==> src/rtl/f_bist.sv <==
// Built-in self-test sequencer for the 3-input function f: walks all eight input
// vectors, waits a settle window on each, samples f and scores it against a golden table.
module f_bist #(
   parameter int         SETTLE_CYCLES = 1,
   parameter logic [7:0] EXPECTED      = 8'b0111_0000
) (
   input  logic       clk,
   input  logic       rst_n,
   input  logic       start,
   input  logic       dut_s,
   output logic       vec_a,
   output logic       vec_b,
   output logic       vec_c,
   output logic       busy,
   output logic       done,
   output logic       pass,
   output logic [3:0] err_count,
   output logic       err_valid,
   output logic [2:0] first_err_idx,
   output logic [1:0] o_dbg_state
);

   localparam logic [1:0] S_IDLE   = 2'd0;
   localparam logic [1:0] S_SETTLE = 2'd1;
   localparam logic [1:0] S_SAMPLE = 2'd2;
   localparam logic [1:0] S_DONE   = 2'd3;

   // The sample cycle itself counts as one held cycle, so the counter covers N-1..0.
   localparam logic [3:0] SETTLE_LOAD = 4'(SETTLE_CYCLES - 1);

   logic [1:0] r_state;
   logic [2:0] r_idx;
   logic [3:0] r_cnt;
   logic       r_pass;
   logic [3:0] r_err_count;
   logic       r_err_valid;
   logic [2:0] r_first_err;

   logic       w_accept;
   logic       w_mismatch;
   logic [3:0] w_err_count_nxt;

   // A start is only honoured when no run is in flight (IDLE or the DONE cycle).
   assign w_accept        = start && ((r_state == S_IDLE) || (r_state == S_DONE));
   assign w_mismatch      = (r_state == S_SAMPLE) && (dut_s != EXPECTED[r_idx]);
   assign w_err_count_nxt = r_err_count + {3'd0, w_mismatch};

   always_ff @(posedge clk or negedge rst_n) begin
      if (!rst_n) begin
         r_state     <= S_IDLE;
         r_idx       <= 3'd0;
         r_cnt       <= 4'd0;
         r_pass      <= 1'b0;
         r_err_count <= 4'd0;
         r_err_valid <= 1'b0;
         r_first_err <= 3'd0;
      end else begin
         case (r_state)
            S_IDLE, S_DONE: begin
               if (w_accept) begin
                  r_state     <= S_SETTLE;
                  r_idx       <= 3'd0;
                  r_cnt       <= SETTLE_LOAD;
                  r_pass      <= 1'b0;
                  r_err_count <= 4'd0;
                  r_err_valid <= 1'b0;
                  r_first_err <= 3'd0;
               end else begin
                  r_state <= S_IDLE;
               end
            end
            S_SETTLE: begin
               if (r_cnt == 4'd0) begin
                  r_state <= S_SAMPLE;
               end else begin
                  r_cnt <= r_cnt - 4'd1;
               end
            end
            S_SAMPLE: begin
               r_err_count <= w_err_count_nxt;
               if (w_mismatch && !r_err_valid) begin
                  r_err_valid <= 1'b1;
                  r_first_err <= r_idx;
               end
               // Verdict must include this final sample, hence the next-count term.
               if (r_idx == 3'd7) begin
                  r_state <= S_DONE;
                  r_pass  <= (w_err_count_nxt == 4'd0);
               end else begin
                  r_state <= S_SETTLE;
                  r_idx   <= r_idx + 3'd1;
                  r_cnt   <= SETTLE_LOAD;
               end
            end
            default: r_state <= S_IDLE;
         endcase
      end
   end

   assign {vec_a, vec_b, vec_c} = r_idx;
   assign busy          = (r_state == S_SETTLE) || (r_state == S_SAMPLE);
   assign done          = (r_state == S_DONE);
   assign pass          = r_pass;
   assign err_count     = r_err_count;
   assign err_valid     = r_err_valid;
   assign first_err_idx = r_first_err;
   assign o_dbg_state   = r_state;

endmodule

==> config.mk <==
export PLATFORM = sky130hd
export DESIGN_NAME = f_bist
export DESIGN_NICKNAME = d
export VERILOG_FILES = /design/src/rtl/f_bist.sv
export SDC_FILE = /design/constraint.sdc
export NUM_CORES = 1
export LEC_CHECK = 0
export CAP_MARGIN = 20
export CELL_PAD_IN_SITES_DETAIL_PLACEMENT = 1
export CELL_PAD_IN_SITES_GLOBAL_PLACEMENT = 2
export CORE_ASPECT_RATIO = 1.2
export CORE_UTILIZATION = 36
export DETAILED_ROUTE_END_ITERATION = 8
export PLACE_DENSITY = 0.85
export SKIP_CTS_REPAIR_TIMING = 1
export SYNTH_ARGS = -nofsm -noshare
export SYNTH_HDL_FRONTEND = slang
export SYNTH_SLANG_ARGS = --single-unit
==> constraint.sdc <==
create_clock -name clk -period 5.7 [get_ports clk]
set_input_delay 0.855 -clock clk [delete_from_list [all_inputs] [get_ports clk]]
set_output_delay 0.855 -clock clk [all_outputs]
set_load 0.05 [all_outputs]
==> run metrics, run 1 <==
CP Launch Type=flip-flop; GRT Total Usage=18.5%; endpoints failing hold=0; die area=0.00363 mm2; io pins=20; worst slew pin tran=approximately 0.86 ns; r2r startpoint=r_idx[0]; Hold Crit Start=err_count[0]; CTS tree=done; crit path kind=flip-flop to output port; Util after Layout=45.5%; Synthesized Nets=about 140; Leakage=0.639 nW; remaining global-route overflow=0; sequential element share of the synthesized area=36.9%; H-tree depth=1; Initial Util=approximately two fifths; synthesized instance count=120; global-route wire length before repair=4.83 mm; Wirelength per Cell=around 17 um; crit-path cells=inv_1 -> ha_1 -> inv_1 -> clkdlybuf4s50_1; Post-synth EDFFs=0; setup TNS=0 ns; Crit. End Element=output port; WL final=2.85 mm; CP dominant cell by count=inv_1; FF-to-FF End=pass; initial antenna violation count=0; via count=about 950; Yosys reg bits=18; Ant. Diodes=0; library cells used by synthesis=47; RSZ-0062 raised after global routing=false; DP HPWL=2.10 mm; first drt pass iteration count=4; Power Dens Cells=438 mW/mm2; num rows=22; delay of the slowest critical-path stage=0.79 ns; Longest Clk Path Bufs=2; worst path required time=4.85 ns; maximum vdd drop=approximately 330 uV; status=completed; fin. max-slew vios=0; DRT iter0 DRCs=28; final antenna-violating net count=0; layout cell share with drive strength beyond 1=7.41%; syn_area_per_cell=around 10 um2; Slew HR=42.3%; DR DRC count=0; area growth from synthesis to layout=16.9%; asr flop ratio synth=between 90% and 100%; Port Buf Inserts=19; worst hold stages=1; # nets final=152; Critical Path Slowest Stage Cell=clkdlybuf4s50_1; Min Hold Slack=0.560 ns; Critical Path Source=o_dbg_state[0]; Critical Path AT=between 2 and 2.5 ns; minimum clock period=about 3.0 ns; R2R Setup Slk=roughly 3.2 ns; placer congestion estimate=0.805; Root Driver=clkbuf_4; f_max=338 MHz; Vias/cell=5.57; Main synth FF type=dfrtp_1; clk_lat worst skew=0.29 ns; R2R depth=10; Post-Syn Area=~0.0012 mm2; Worst-path clk slew=0.11 ns; clk_skew=~0.0043 ns; Worst Hold Class=flip-flop to flip-flop; max-cap check violation count=0; final setup vio count=0; total CTS buffers=3; Die H=~66 um; YS warnings=0; hold path endpoint=err_count[0]; Sink Count=18; Die Wd=55.1 um; pin count of the biggest net entering global routing=22; final worst-path cycle share=about half; vias in the first global route=1037; core box area=0.00314 mm2; Max FO, Critical Path=9
## synth_stat cells (all sizes together) (2+ instances only)
cell type | n | area share (%)
clkbuf | 2 | 0.72
o311ai | 2 | 2.1
nor2b | 5 | 3.2
ha | 11 | 11
nor2 | 5 | 1.5
nand4 | 2 | 1.0
and2 | 3 | 1.7
dfrtp | 18 | 37
a311o | 2 | 1.6
mux2 | 2 | 1.8
nor3 | 3 | 2.2
nand2b | 3 | 1.5
nand2 | 7 | 2.2
a32o | 2 | 1.6
nand3 | 4 | 1.6
buf | 5 | 3.5
mux2i | 4 | 3.3
nor4 | 3 | 1.5
xnor2 | 2 | 1.4
inv | 8 | 2.5
o21ai | 7 | 2.9
or4 | 2 | 1.2
o211ai | 2 | 1.2
## how the worst max path moves through the flow
stage	to	slack, ns	cells after the start
2_1_floorplan	pass	3.17	10
3_3_place_gp	pass	2.86	8
3_5_place_dp	pass	2.74	8
4_1_cts	busy	2.71	4
5_1_grt	busy	2.63	4
6_report	busy	2.74	4
## critical path: cells and delay by family (launching register included)
| kind | cells | cell delay (ns) |
|---|---|---|
| buffers and inverters | 3 | 0.96 |
| adders and majority gates | 1 | 0.42 |
| DFF | 1 | 0.43 |
## cell usage in the layout, fill, tap and decap left out, drive strengths merged, types with 3 or more instances in the layout
cell type      netlist  routed
clkbuf               2       3
nand3                4       4
nor4                 3       3
ha                  11      11
mux2i                4       4
dfrtp               18      18
nand2b               3       3
o21ai                7       7
inv                  8       8
nor3                 3       3
clkdlybuf4s50        0      19
nor2b                5       5
nand2                7       7
nor2                 5       5
and2                 3       3
## report_power, final
group / internal (mW) / leakage (nW) / switching [mW]
clock: 0.0246 / 0.0138 / 0.0408
sequential: 0.149 / 0.248 / 0.0304
combinational: 0.140 / 0.377 / 0.240
total: 0.314 / 0.639 / 0.311
## per-stage QoR
stage | setup slack [ns] | instance area (um2) | instances | power, mW
2_1_floorplan | 3.17 | 1220 | 120 | 0.482
3_3_place_gp | 2.86 | 1400 | 168 | 0.554
3_5_place_dp | 2.74 | 1400 | 168 | 0.567
4_1_cts | 2.71 | 1430 | 171 | 0.633
5_1_grt | 2.63 | 1430 | 171 | 0.670
6_report | 2.74 | 1430 | 171 | 0.625
## layer usage
metal | vias up | track usage, % | wire [um]
li1 | 466 | - | -
met1 | 473 | 23.1 | 1370
met2 | 12 | 30.9 | 1400
met3 | 2 | 2.53 | 58
met4 | 0 | 7.81 | 17
met5 | - | 0 | 0
## sequential cells by signal, summed over array words and instances (netlist names)
| name | flops |
|---|---|
| pass | 1 |
| r_idx | 3 |
| err_valid | 1 |
| err_count | 4 |
| r_cnt | 4 |
| first_err_idx | 3 |
| o_dbg_state | 2 |
## cell families after synthesis
kind of cell / synth area share [%]
and+or+nand+nor: 22.8
AOI/OAI and AO/OA: 15.8
DFF: 36.9
buffers and inverters: 6.67
adders and majority gates: 11.3
muxes: 5.13
xor gates and xnor gates: 1.44
## final cells by class
type                    instances  area (um2)
clock buffers                   3        22.5
fillers                       372        1710
inverters                       8        30.0
multi-input cells              87         688
flip-flops and latches         18         450
well taps                      36        45.0
repair buffers                 19         190
Note: power is estimated with default switching activity, not from simulation.
==> run 2, diff against run 1 <==
- CORE_UTILIZATION: 36 -> 30
- PLACE_DENSITY: 0.85 -> 0.76
- clock period: 5.7 -> 2.4 ns (I/O delays scaled with it)
==> run metrics, run 2 (synthesized netlist as in run 1, its figures left out) <==
final antenna-violating net count=0 (unchanged); via count=974 (was 953); WL final=2.97 mm (was 2.85 mm); dpl ws=0.252 ns (was 2.74 ns); io pins=20 (unchanged); Slew HR=65.7% (was 42.3%); total CTS buffers=3 (unchanged); Die H=71.9 um (was 65.8 um); multi-input logic area=696 um2 (was 688 um2); maximum vdd drop=561 uV (was 327 uV); Longest Clk Path Bufs=2 (unchanged); first drt pass iteration count=2 (was 4); DRT iter0 DRCs=4 (was 28); fin. max-slew vios=0 (unchanged); Leakage=0.670 nW (was 0.639 nW); RSZ-0062 raised after global routing=false (unchanged); Worst-path clk slew=0.07 ns (was 0.11 ns); DR DRC count=0 (unchanged); max-cap check violation count=0 (unchanged); Root Driver=clkbuf_8 (was clkbuf_4); final worst-path cycle share=89.9%; Die Wd=60.2 um (was 55.1 um); Ant. Diodes=0 (unchanged); Register Area=454 um2 (was 450 um2); initial antenna violation count=0 (unchanged); CTS tree=done (unchanged); Sink Count=18 (unchanged); crit path kind=flip-flop to flip-flop (was flip-flop to output port); Util after Layout=38.7% (was 45.5%); worst slew pin tran=0.513 ns (was 0.863 ns); highest-count cells in the layout ignoring fill and taps=clkdlybuf4s50_1 (18), dfrtp_1 (15), ha_1 (11) (was clkdlybuf4s50_1 (19), dfrtp_1 (18), ha_1 (11)); Wirelength per Cell=15.4 um (was 16.6 um); placer congestion estimate=0.801 (was 0.805); final setup vio count=0 (unchanged); Port Buf Inserts=19 (unchanged); global-route wire length before repair=5.08 mm (was 4.83 mm); fill cell count=448 (was 372); commonest non-fill, non-tap cell in the layout=clkdlybuf4s50_1 (unchanged); worst path required time=2.57 ns (was 4.85 ns); DP HPWL=2.31 mm (was 2.10 mm); Min Hold Slack=0.434 ns (was 0.560 ns); pin count of the biggest net entering global routing=21 (was 22); Max FO, Critical Path=5 (was 9); num rows=25 (was 22); setup TNS=0 ns (unchanged); # nets final=155 (was 152); Worst Hold Class=primary input to asynchronous set/reset pin (was flip-flop to flip-flop); H-tree depth=1 (unchanged); vias in the first global route=1055 (was 1037); area growth from synthesis to layout=24.0% (was 16.9%); Initial Util=31.2% (was 38.9%); CP Launch Type=flip-flop (unchanged); R2R depth=10 (unchanged); minimum clock period=2.16 ns; DP Area=0.00145 mm2 (was 0.00140 mm2); clk_skew=0.00447 ns (was 0.00427 ns); endpoints failing hold=0 (unchanged); Power Dens Cells=1050 mW/mm2 (was 438 mW/mm2); post-route cell area=0.00151 mm2 (was 0.00143 mm2); remaining global-route overflow=0 (unchanged); layout cell share with drive strength beyond 1=13.7% (was 7.41%); clk_lat worst skew=0.26 ns (was 0.29 ns); Vias/cell=5.05 (was 5.57); f_max=463 MHz; Critical Path AT=2.32 ns (was 2.10 ns); die area=0.00433 mm2 (was 0.00363 mm2); GRT Total Usage=15.9% (was 18.5%); status=completed (unchanged); core box area=0.00391 mm2 (was 0.00314 mm2); Crit. End Element=flip-flop (was output port); setup ws final=0.242 ns (was 2.74 ns)
[run 2: cell count changes in the layout (fill, tap and decap cells not counted), sizes merged]
| cell | change |
|---|---|
| buf | +4 |
| clkbuf | +1 |
| clkdlybuf4s50 | -1 |
[run 2: report_power, final]
group	internal, mW	total, mW	leakage (nW)	switching, mW
registers	0.359	0.432	0.244	0.0737
clock network	0.146	0.252	0.0288	0.106
logic	0.333	0.901	0.398	0.568
total	0.838	1.59	0.670	0.748
[run 2: routing by layer]
layer	track usage, %	part of all wire, %	vias up
li1	-	-	476
met1	17.7	40	481
met2	28.7	56	13
met3	2.89	2.7	4
met4	6.46	1.3	0
met5	0	0	-
[run 2: final timing paths]
path                               start       end  slack [ns]
worst min-delay path               rst_n  r_cnt[2]        0.43
worst min register to register      pass      pass        0.54
worst max register to register  r_idx[0]      pass        0.24
worst max-delay path            r_idx[0]      pass        0.24
min in group clk                    pass      pass        0.54
max in group asynchronous          rst_n  r_idx[0]        1.74
[run 2: final cells by class]
cell class              instances  share of cell area, %
clock buffers                   4                   3.64
inverters                       8                   1.99
multi-input cells              87                   46.0
flip-flops and latches         18                   30.0
well taps                      54                   4.47
repair buffers                 22                   13.9
[run 2: critical path, cell delays in order, from the launching register on]
cell	delay [ns]
dfrtp_2	0.44
ha_1	0.20
inv_1	0.06
ha_1	0.18
xnor2_2	0.13
nor2b_1	0.07
ha_1	0.20
ha_1	0.30
nor2_1	0.13
nand4_1	0.11
o31ai_1	0.23
[run 2: metrics by stage]
step                      std cells  power (mW)
after floorplan                 120        1.15
after global placement          189        1.32
after detailed placement        189        1.35
after CTS                       193        1.61
after global routing            193        1.70
final                           193        1.59
==> run 3, diff against run 2 <==
- SKIP_CTS_REPAIR_TIMING: 1 -> not set
==> results of run 3 <==
Final layout, timing and power as in run 2 (identical DEF).
